$ cat src/rtl/sample_rate_scheduler_if.sv
// Command and status bundle between the speed requesters and the sample-rate scheduler.
// The master side issues keyboard strobes and button levels; the slave side owns the divider.
interface sample_rate_scheduler_if;
    logic        kbd_up;
    logic        kbd_down;
    logic        kbd_rst;
    logic        btn_up;
    logic        btn_down;
    logic        btn_rst;
    logic [31:0] div;
    logic        sample_tick;
    logic [1:0]  ack;
    logic        at_min;
    logic        at_max;

    modport master (
        output kbd_up, kbd_down, kbd_rst,
        output btn_up, btn_down, btn_rst,
        input  div, sample_tick, ack, at_min, at_max
    );

    modport slave (
        input  kbd_up, kbd_down, kbd_rst,
        input  btn_up, btn_down, btn_rst,
        output div, sample_tick, ack, at_min, at_max
    );
endinterface

$ cat src/rtl/sample_rate_scheduler.sv
// Audio sample-rate divider: arbitrates keyboard/button speed commands, applies at most one
// bounded divider step per sample period, and times sample_tick from the active divider.
module sample_rate_scheduler #(
    parameter int unsigned DIV_DEFAULT = 32'd3472,
    parameter int unsigned DIV_MIN     = 32'd1136,
    parameter int unsigned DIV_MAX     = 32'd6944,
    parameter int unsigned STEP        = 32'd2
) (
    input logic                    clk50M,
    input logic                    rst,
    sample_rate_scheduler_if.slave bus
);

    typedef enum logic [1:0] {
        CMD_NONE = 2'd0,
        CMD_UP   = 2'd1,
        CMD_DOWN = 2'd2,
        CMD_RST  = 2'd3
    } cmd_t;

    typedef enum logic [1:0] {
        S_IDLE  = 2'd0,
        S_GRANT = 2'd1,
        S_WAIT  = 2'd2
    } state_t;

    localparam logic [31:0] DEF_W   = 32'(DIV_DEFAULT);
    localparam logic [31:0] MIN_W   = 32'(DIV_MIN);
    localparam logic [31:0] MAX_W   = 32'(DIV_MAX);
    localparam logic [32:0] STEP_X  = 33'(STEP);
    localparam logic [32:0] MIN_X   = 33'(DIV_MIN);
    localparam logic [32:0] MAX_X   = 33'(DIV_MAX);
    localparam logic        MIN_RST = (DEF_W == MIN_W);
    localparam logic        MAX_RST = (DEF_W == MAX_W);

    state_t      state;
    logic        winner;
    logic        last_grant;
    logic [1:0]  ack;
    logic [31:0] div_target;
    logic        at_min;
    logic        at_max;

    logic [31:0] cnt;
    logic [31:0] div_active;
    logic        sample_tick;

    logic [2:0]  btn_level;
    logic [2:0]  btn_prev;
    logic [2:0]  btn_rise;

    cmd_t        new_cmd0;
    cmd_t        new_cmd1;
    cmd_t        pending0;
    cmd_t        pending1;
    cmd_t        granted_cmd;
    logic        any_pending;
    logic        pick;
    logic        clear0;
    logic        clear1;

    logic [32:0] up_val;
    logic [32:0] dn_val;
    logic [31:0] target_next;

    function automatic cmd_t decode(input logic r, input logic u, input logic d);
        if (r)      return CMD_RST;
        else if (u) return CMD_UP;
        else if (d) return CMD_DOWN;
        else        return CMD_NONE;
    endfunction

    // A grant empties the slot but still admits a command arriving on the same edge;
    // a pending restore is sticky so it cannot be lost to a later up/down.
    function automatic cmd_t next_pending(input cmd_t cur, input cmd_t incoming, input logic cleared);
        if (cleared)                                      return incoming;
        else if (cur != CMD_RST && incoming != CMD_NONE)  return incoming;
        else                                              return cur;
    endfunction

    assign btn_level = {bus.btn_rst, bus.btn_down, bus.btn_up};
    assign btn_rise  = btn_level & ~btn_prev;

    always_comb begin
        new_cmd0 = decode(bus.kbd_rst, bus.kbd_up, bus.kbd_down);
        new_cmd1 = decode(btn_rise[2], btn_rise[0], btn_rise[1]);
    end

    assign clear0 = (state == S_GRANT) && (winner == 1'b0);
    assign clear1 = (state == S_GRANT) && (winner == 1'b1);

    always_ff @(posedge clk50M) begin
        if (rst) begin
            btn_prev <= 3'b000;
            pending0 <= CMD_NONE;
            pending1 <= CMD_NONE;
        end else begin
            btn_prev <= btn_level;
            pending0 <= next_pending(pending0, new_cmd0, clear0);
            pending1 <= next_pending(pending1, new_cmd1, clear1);
        end
    end

    // Restore outranks stepping; otherwise ties go to the requester served less recently.
    always_comb begin
        any_pending = (pending0 != CMD_NONE) || (pending1 != CMD_NONE);
        pick        = ~last_grant;
        if (pending0 != CMD_NONE && pending1 == CMD_NONE)
            pick = 1'b0;
        else if (pending1 != CMD_NONE && pending0 == CMD_NONE)
            pick = 1'b1;
        else if (pending0 == CMD_RST && pending1 != CMD_RST)
            pick = 1'b0;
        else if (pending1 == CMD_RST && pending0 != CMD_RST)
            pick = 1'b1;
    end

    always_comb begin
        granted_cmd = winner ? pending1 : pending0;
        up_val      = {1'b0, div_target} - STEP_X;
        dn_val      = {1'b0, div_target} + STEP_X;
        target_next = div_target;
        if (state == S_GRANT) begin
            case (granted_cmd)
                CMD_UP:   target_next = (up_val[32] || up_val < MIN_X) ? MIN_W : up_val[31:0];
                CMD_DOWN: target_next = (dn_val > MAX_X) ? MAX_W : dn_val[31:0];
                CMD_RST:  target_next = DEF_W;
                default:  target_next = div_target;
            endcase
        end
    end

    // Arbiter: WAIT holds off the next grant until the current sample period has closed.
    always_ff @(posedge clk50M) begin
        if (rst) begin
            state      <= S_IDLE;
            winner     <= 1'b0;
            last_grant <= 1'b1;
            ack        <= 2'b00;
            div_target <= DEF_W;
            at_min     <= MIN_RST;
            at_max     <= MAX_RST;
        end else begin
            ack        <= 2'b00;
            div_target <= target_next;
            at_min     <= (target_next == MIN_W);
            at_max     <= (target_next == MAX_W);
            case (state)
                S_IDLE: begin
                    if (any_pending) begin
                        winner <= pick;
                        state  <= S_GRANT;
                    end
                end
                S_GRANT: begin
                    ack        <= winner ? 2'b10 : 2'b01;
                    last_grant <= winner;
                    state      <= S_WAIT;
                end
                S_WAIT: begin
                    if (sample_tick)
                        state <= S_IDLE;
                end
                default: state <= S_IDLE;
            endcase
        end
    end

    // sample_tick is registered one count early so it is high exactly while cnt == div-1.
    always_ff @(posedge clk50M) begin
        if (rst) begin
            cnt         <= 32'd0;
            div_active  <= DEF_W;
            sample_tick <= 1'b0;
        end else if (sample_tick) begin
            cnt         <= 32'd0;
            div_active  <= div_target;
            sample_tick <= 1'b0;
        end else begin
            cnt         <= cnt + 32'd1;
            sample_tick <= (cnt == div_active - 32'd2);
        end
    end

    assign bus.div         = div_active;
    assign bus.sample_tick = sample_tick;
    assign bus.ack         = ack;
    assign bus.at_min      = at_min;
    assign bus.at_max      = at_max;

endmodule

$ cat src/flat_wrapper.sv
// flat-port wrapper written by rule: the top's interface ports become plain ports
module sample_rate_scheduler_flat 
#(
    parameter int unsigned DIV_DEFAULT = 32'd3472,
    parameter int unsigned DIV_MIN     = 32'd1136,
    parameter int unsigned DIV_MAX     = 32'd6944,
    parameter int unsigned STEP        = 32'd2
)
  (clk50M, rst, bus_kbd_up, bus_kbd_down, bus_kbd_rst, bus_btn_up, bus_btn_down, bus_btn_rst, bus_div, bus_sample_tick, bus_ack, bus_at_min, bus_at_max);
  sample_rate_scheduler_if bus_i ();
  input logic clk50M;
  input logic rst;
  input wire logic [$bits(bus_i.kbd_up)-1:0] bus_kbd_up;
  input wire logic [$bits(bus_i.kbd_down)-1:0] bus_kbd_down;
  input wire logic [$bits(bus_i.kbd_rst)-1:0] bus_kbd_rst;
  input wire logic [$bits(bus_i.btn_up)-1:0] bus_btn_up;
  input wire logic [$bits(bus_i.btn_down)-1:0] bus_btn_down;
  input wire logic [$bits(bus_i.btn_rst)-1:0] bus_btn_rst;
  output wire logic [$bits(bus_i.div)-1:0] bus_div;
  output wire logic [$bits(bus_i.sample_tick)-1:0] bus_sample_tick;
  output wire logic [$bits(bus_i.ack)-1:0] bus_ack;
  output wire logic [$bits(bus_i.at_min)-1:0] bus_at_min;
  output wire logic [$bits(bus_i.at_max)-1:0] bus_at_max;
  assign bus_i.kbd_up = bus_kbd_up;
  assign bus_i.kbd_down = bus_kbd_down;
  assign bus_i.kbd_rst = bus_kbd_rst;
  assign bus_i.btn_up = bus_btn_up;
  assign bus_i.btn_down = bus_btn_down;
  assign bus_i.btn_rst = bus_btn_rst;
  assign bus_div = bus_i.div;
  assign bus_sample_tick = bus_i.sample_tick;
  assign bus_ack = bus_i.ack;
  assign bus_at_min = bus_i.at_min;
  assign bus_at_max = bus_i.at_max;
  sample_rate_scheduler #(.DIV_DEFAULT(DIV_DEFAULT), .DIV_MIN(DIV_MIN), .DIV_MAX(DIV_MAX), .STEP(STEP)) u_core (.clk50M(clk50M), .rst(rst), .bus(bus_i));
endmodule
$ cat config.mk
export PLATFORM = sky130hd
export DESIGN_NAME = sample_rate_scheduler_flat
export DESIGN_NICKNAME = d
export VERILOG_FILES = /design/src/rtl/sample_rate_scheduler_if.sv /design/src/rtl/sample_rate_scheduler.sv /design/src/flat_wrapper.sv
export SDC_FILE = /design/constraint.sdc
export NUM_CORES = 1
export LEC_CHECK = 0
export BUFFER_PORTS_ARGS = -buffer_cell sky130_fd_sc_hd__buf_2
export CELL_PAD_IN_SITES_DETAIL_PLACEMENT = 0
export CELL_PAD_IN_SITES_GLOBAL_PLACEMENT = 1
export CORE_MARGIN = 3
export CORE_UTILIZATION = 42
export CTS_CLUSTER_SIZE = 30
export DETAILED_ROUTE_END_ITERATION = 12
export GPL_TIMING_DRIVEN = 0
export PLACE_DENSITY = 0.88
export SLEW_MARGIN = 20
export SYNTH_ARGS = -nofsm -noshare
export SYNTH_HDL_FRONTEND = slang
export SYNTH_SLANG_ARGS = --single-unit
$ cat constraint.sdc
create_clock -name clk50M -period 3.53 [get_ports clk50M]
set_input_delay 0.706 -clock clk50M [delete_from_list [all_inputs] [get_ports clk50M]]
set_output_delay 0.706 -clock clk50M [all_outputs]
set_load 0.005 [all_outputs]
==> summary.md <==
| Metric | Value |
|---|---|
| Status | finished, violations left |
| Violated checks | negative setup slack |
| 1st-iter DRT viols | 905 |
| Maximum number of pins on one net before global-route repair | 21 |
| Clock sink total | around 110 |
| Crit. End Element | flop |
| Share of cells above drive strength 1 | 0.196 |
| GRT Overall Usage | 0.248 |
| Slack of the critical path | -272 ps |
| Number of enable flip-flop cells after synthesis | 0 |
| Net Count, Synth | ~1000 |
| Syn Std Cell Area | around 7600 um^2 |
| Total Die Area | 19600 um^2 |
| Clock Tree Buf Depth | 2 |
| Root buffer selected by CTS | sky130_fd_sc_hd__clkbuf_16 |
| Cell type group with the largest total delay on the critical path | simple AND/OR/NAND/NOR gates |
| Per-cell routed wire length | 19.3 um |
| Wire length of the first global-routing pass | approximately 40000 um |
| Number of buffers and inverters on the critical path | 1 |
| RePlAce Congestion | slightly below 1 |
| Layout Skew | approximately 11 ps |
| Drt total wl | about 25000 um |
| Power per cell area | approximately 320 nW/um^2 |
| Async set or reset register ratio after synthesis | 0 |
| Peak per-stage delay on the critical path | about 650 ps |
| Post-Synthesis Mean Instance Area | roughly 7.6 um^2 |
| Static Leak | between 3 and 4 nW |
| Slew Viols, Final | 0 |
| Core footprint | about 17000 um^2 |
| Filler cell count in the final layout | 1672 |
| # nets final | roughly 1100 |
| Min Clock Period, post-route | between 3000 and 4000 ps |
| Antenna Diode Count | 0 |
| Arr. time, crit path | 4090 ps |
| DRC errors left | 0 |
| Count of hold-fix buffers inserted at cts | 0 |
| Number of nets with antenna violations after routing | 0 |
| Initial cell density of the core | 0.433 |
| Kind of start point of the critical path | flop |
| RSZ-0062 raised after global routing | true |
| Via count of the first global-routing pass | 7431 |
| Xor/xnor cell area share of the yosys netlist | 0.0985 |
| Number of buffers created by CTS | 9 |
| Post-detailed-route via-to-cell ratio | a little over 6 |
| Worst hold path class | flop to flop |
| Number of levels in the clock H-tree | 3 |
| Synthesis-stage register bit count | between 100 and 150 |
| Detailed-route via count | a little over 8000 |
| Critical path class | flop to flop |
| Required time at the endpoint of the critical path | roughly 3800 ps |
| Height of the chip | ~140 um |
| Clk pin slew, worst setup/hold paths | ~80 ps |
| Antenna violations before repair | 0 |
| Number of max-capacitance violations reported | 0 |
| Cell count after synthesis | 994 |
| Adder-cell share of the synthesized area | 0.00662 |
| Main combinational cell family by area after synthesis | simple AND/OR/NAND/NOR gates |
| Sequential cell area fraction in the yosys report | 0.297 |
| Horiz. Die Dim | 140 um |
| Final period util | 1.08 |
| Gr ovfl total | 0 |
| Number of distinct library cell variants in the gate-level netlist after synthesis | between 70 and 80 |
| Number of placed I/O pins | 45 |
| Endpoints failing setup | 12 |
| Number of port buffers | between 40 and 50 |
| DRT Pass-1 Iters | 9 |
| Final count of hold timing violations | 0 |
| Least-Margin Pin Slew | approximately 800 ps |
| Power Total | slightly below 3 mW |
| Synth Area in Simple Gates | 0.320 |
| Combined flip-flop and latch cell area | roughly 2300 um^2 |
| Max Clock Freq | between 200 and 300 MHz |
| Area growth from synthesis to layout | 22.1% |
| Clock tree from TritonCTS | yes |
| Total area of multi-input combinational cells | between 5000 and 6000 um^2 |
| Maximum vdd ir drop | between 0.0003 and 0.0004 V |
| Clk_lat worst skew | around 370 ps |
| Sum Neg Setup Slack | -1090 ps |
| Detailed Place HPWL | approximately 18000 um |
| Largest driver fanout on the critical path | 6 |
| Compound-cell area share of the yosys netlist | 0.174 |
| Slowest cell on crit path | sky130_fd_sc_hd__or4_4 |
| Worst rel slew slack | 0.460 |
| Fraction of synthesized area in multiplexers | 0.0525 |
| Critical path cell sequence | or4_4 -> nor4_4 -> buf_4 -> nand3_2 -> nand2_1 -> nor2_1 -> a41oi_1 -> and4b_1 -> nand3_1 -> or2_1 -> nand4bb_1 -> nor4_2 |
| Main synth FF type | sky130_fd_sc_hd__dfxtp_1 |
| Total number of placement rows | 48 |
| Count of yosys warnings during synthesis | 0 |
==> synthesized netlist by cell type (5+ instances only) <==
library cell | number | area share
sky130_fd_sc_hd__mux2_2 | 5 | 0.0074
sky130_fd_sc_hd__a31oi_1 | 18 | 0.015
sky130_fd_sc_hd__nand3_1 | 39 | 0.026
sky130_fd_sc_hd__nor4_2 | 5 | 0.0083
sky130_fd_sc_hd__a211o_1 | 12 | 0.014
sky130_fd_sc_hd__nor2b_1 | 16 | 0.013
sky130_fd_sc_hd__o22ai_1 | 6 | 0.0050
sky130_fd_sc_hd__or3_1 | 27 | 0.022
sky130_fd_sc_hd__a21oi_1 | 54 | 0.036
sky130_fd_sc_hd__o31ai_1 | 7 | 0.0070
sky130_fd_sc_hd__nand4_1 | 23 | 0.019
sky130_fd_sc_hd__or2_2 | 5 | 0.0041
sky130_fd_sc_hd__nor3_1 | 38 | 0.025
sky130_fd_sc_hd__and4_1 | 7 | 0.0081
sky130_fd_sc_hd__nor2_1 | 132 | 0.066
sky130_fd_sc_hd__o211ai_1 | 7 | 0.0070
sky130_fd_sc_hd__nand2_1 | 69 | 0.034
sky130_fd_sc_hd__dfxtp_1 | 112 | 0.30
sky130_fd_sc_hd__a211oi_1 | 9 | 0.0089
sky130_fd_sc_hd__or4_1 | 12 | 0.012
sky130_fd_sc_hd__nor4_1 | 20 | 0.017
sky130_fd_sc_hd__nand2b_1 | 13 | 0.011
sky130_fd_sc_hd__xor2_1 | 42 | 0.049
sky130_fd_sc_hd__xnor2_1 | 43 | 0.050
sky130_fd_sc_hd__o21ai_0 | 40 | 0.026
sky130_fd_sc_hd__and3_1 | 15 | 0.012
sky130_fd_sc_hd__mux2i_1 | 34 | 0.045
sky130_fd_sc_hd__and2_1 | 7 | 0.0058
sky130_fd_sc_hd__clkbuf_1 | 65 | 0.032
sky130_fd_sc_hd__inv_1 | 17 | 0.0084
==> power breakdown <==
group          total [mW]  switching [mW]  internal (mW)
registers            1.32          0.0327           1.29
clock network        1.16           0.522          0.636
logic               0.472           0.290          0.182
==> logic make-up after synthesis <==
| logic type | Yosys count |
|---|---|
| multiplexers | 39 |
| adder cells (fa/ha/maj) | 4 |
| AO/OA/AOI/OAI | 202 |
| buffers and inverters | 94 |
| XOR/XNOR | 85 |
| AND/OR/NAND/NOR | 458 |
| flip-flops | 112 |
==> sequential cells by signal, indices dropped and copies added, names as in the netlist <==
name                    flops
u_core.bus.at_min           1
u_core.pending1             2
u_core.div_target          32
u_core.bus.sample_tick      1
u_core.last_grant           1
u_core.cnt                 32
u_core.pending0             2
u_core.state                2
u_core.winner               1
u_core.bus.div             32
u_core.bus.ack              2
u_core.bus.at_max           1
u_core.btn_prev             3
==> worst paths after layout <==
check                                   startpoint                      endpoint  slack [ps]  cells past startpoint
setup / recovery  u_core.div_target[10]$_SDFF_PP1_  u_core.bus.at_min$_SDFF_PP0_        -270                     12
hold / removal            u_core.cnt[0]$_SDFF_PP0_      u_core.cnt[0]$_SDFF_PP0_         500                      1
setup reg to reg  u_core.div_target[10]$_SDFF_PP1_  u_core.bus.at_min$_SDFF_PP0_        -270                     12
hold reg to reg           u_core.cnt[0]$_SDFF_PP0_      u_core.cnt[0]$_SDFF_PP0_         500                      1
==> what timing repair did <==
action	in CTS	in global routing
cloned	2	1
buffers inserted	19	22
pin swaps	11	18
endpoints found under the setup margin	26	19
gates resized for setup	60	81
==> layout make-up <==
cell class / instances / share of cell area
Multi-Input combinational cell: 789 / 0.581
Inverter: 18 / 0.00840
Sequential cell: 112 / 0.245
Tap cell: 225 / 0.0305
Buffer: 68 / 0.0363
Timing Repair Buffer: 84 / 0.0631
Clock inverter: 7 / 0.0121
Clock buffer: 9 / 0.0244
==> metrics by stage <==
step / area [um^2] / utilization / hold WS (ps) / instances / worst slack [ps]
floorplan: 7600 / - / 437 / 994 / -25.7
global placement: 8100 / 0.463 / 458 / 1262 / -836
detailed placement: 8100 / 0.464 / 460 / 1262 / -880
CTS: 8820 / 0.505 / 495 / 1293 / -225
global route: 9230 / 0.528 / 529 / 1312 / -359
finish: 9230 / 0.528 / 495 / 1312 / -272
==> routing by layer <==
metal,global-route usage,vias to the layer above,part of all wire
met5,0,-,0
met4,0.111,0,0.050
met3,0.0516,108,0.076
met2,0.398,388,0.45
met1,0.321,3765,0.42
li1,-,3796,-
==> cell usage in the layout, fill, tap and decap left out, types with 14 or more instances in the layout <==
cell,netlist,layout
sky130_fd_sc_hd__or3_1,27,22
sky130_fd_sc_hd__clkbuf_1,65,49
sky130_fd_sc_hd__inv_1,17,15
sky130_fd_sc_hd__a31oi_1,18,17
sky130_fd_sc_hd__xor2_1,42,41
sky130_fd_sc_hd__nor2b_1,16,16
sky130_fd_sc_hd__xnor2_1,43,43
sky130_fd_sc_hd__mux2i_1,34,34
sky130_fd_sc_hd__nor4_1,20,14
sky130_fd_sc_hd__a21oi_1,54,45
sky130_fd_sc_hd__nor3_1,38,32
sky130_fd_sc_hd__nand2_1,69,68
sky130_fd_sc_hd__o21ai_0,40,27
sky130_fd_sc_hd__dfxtp_1,112,105
sky130_fd_sc_hd__and3_1,15,15
sky130_fd_sc_hd__nand3_1,39,37
sky130_fd_sc_hd__nand4_1,23,23
sky130_fd_sc_hd__buf_4,1,32
sky130_fd_sc_hd__buf_2,2,44
sky130_fd_sc_hd__nor2_1,132,128
(Power assumes the default switching activity.)
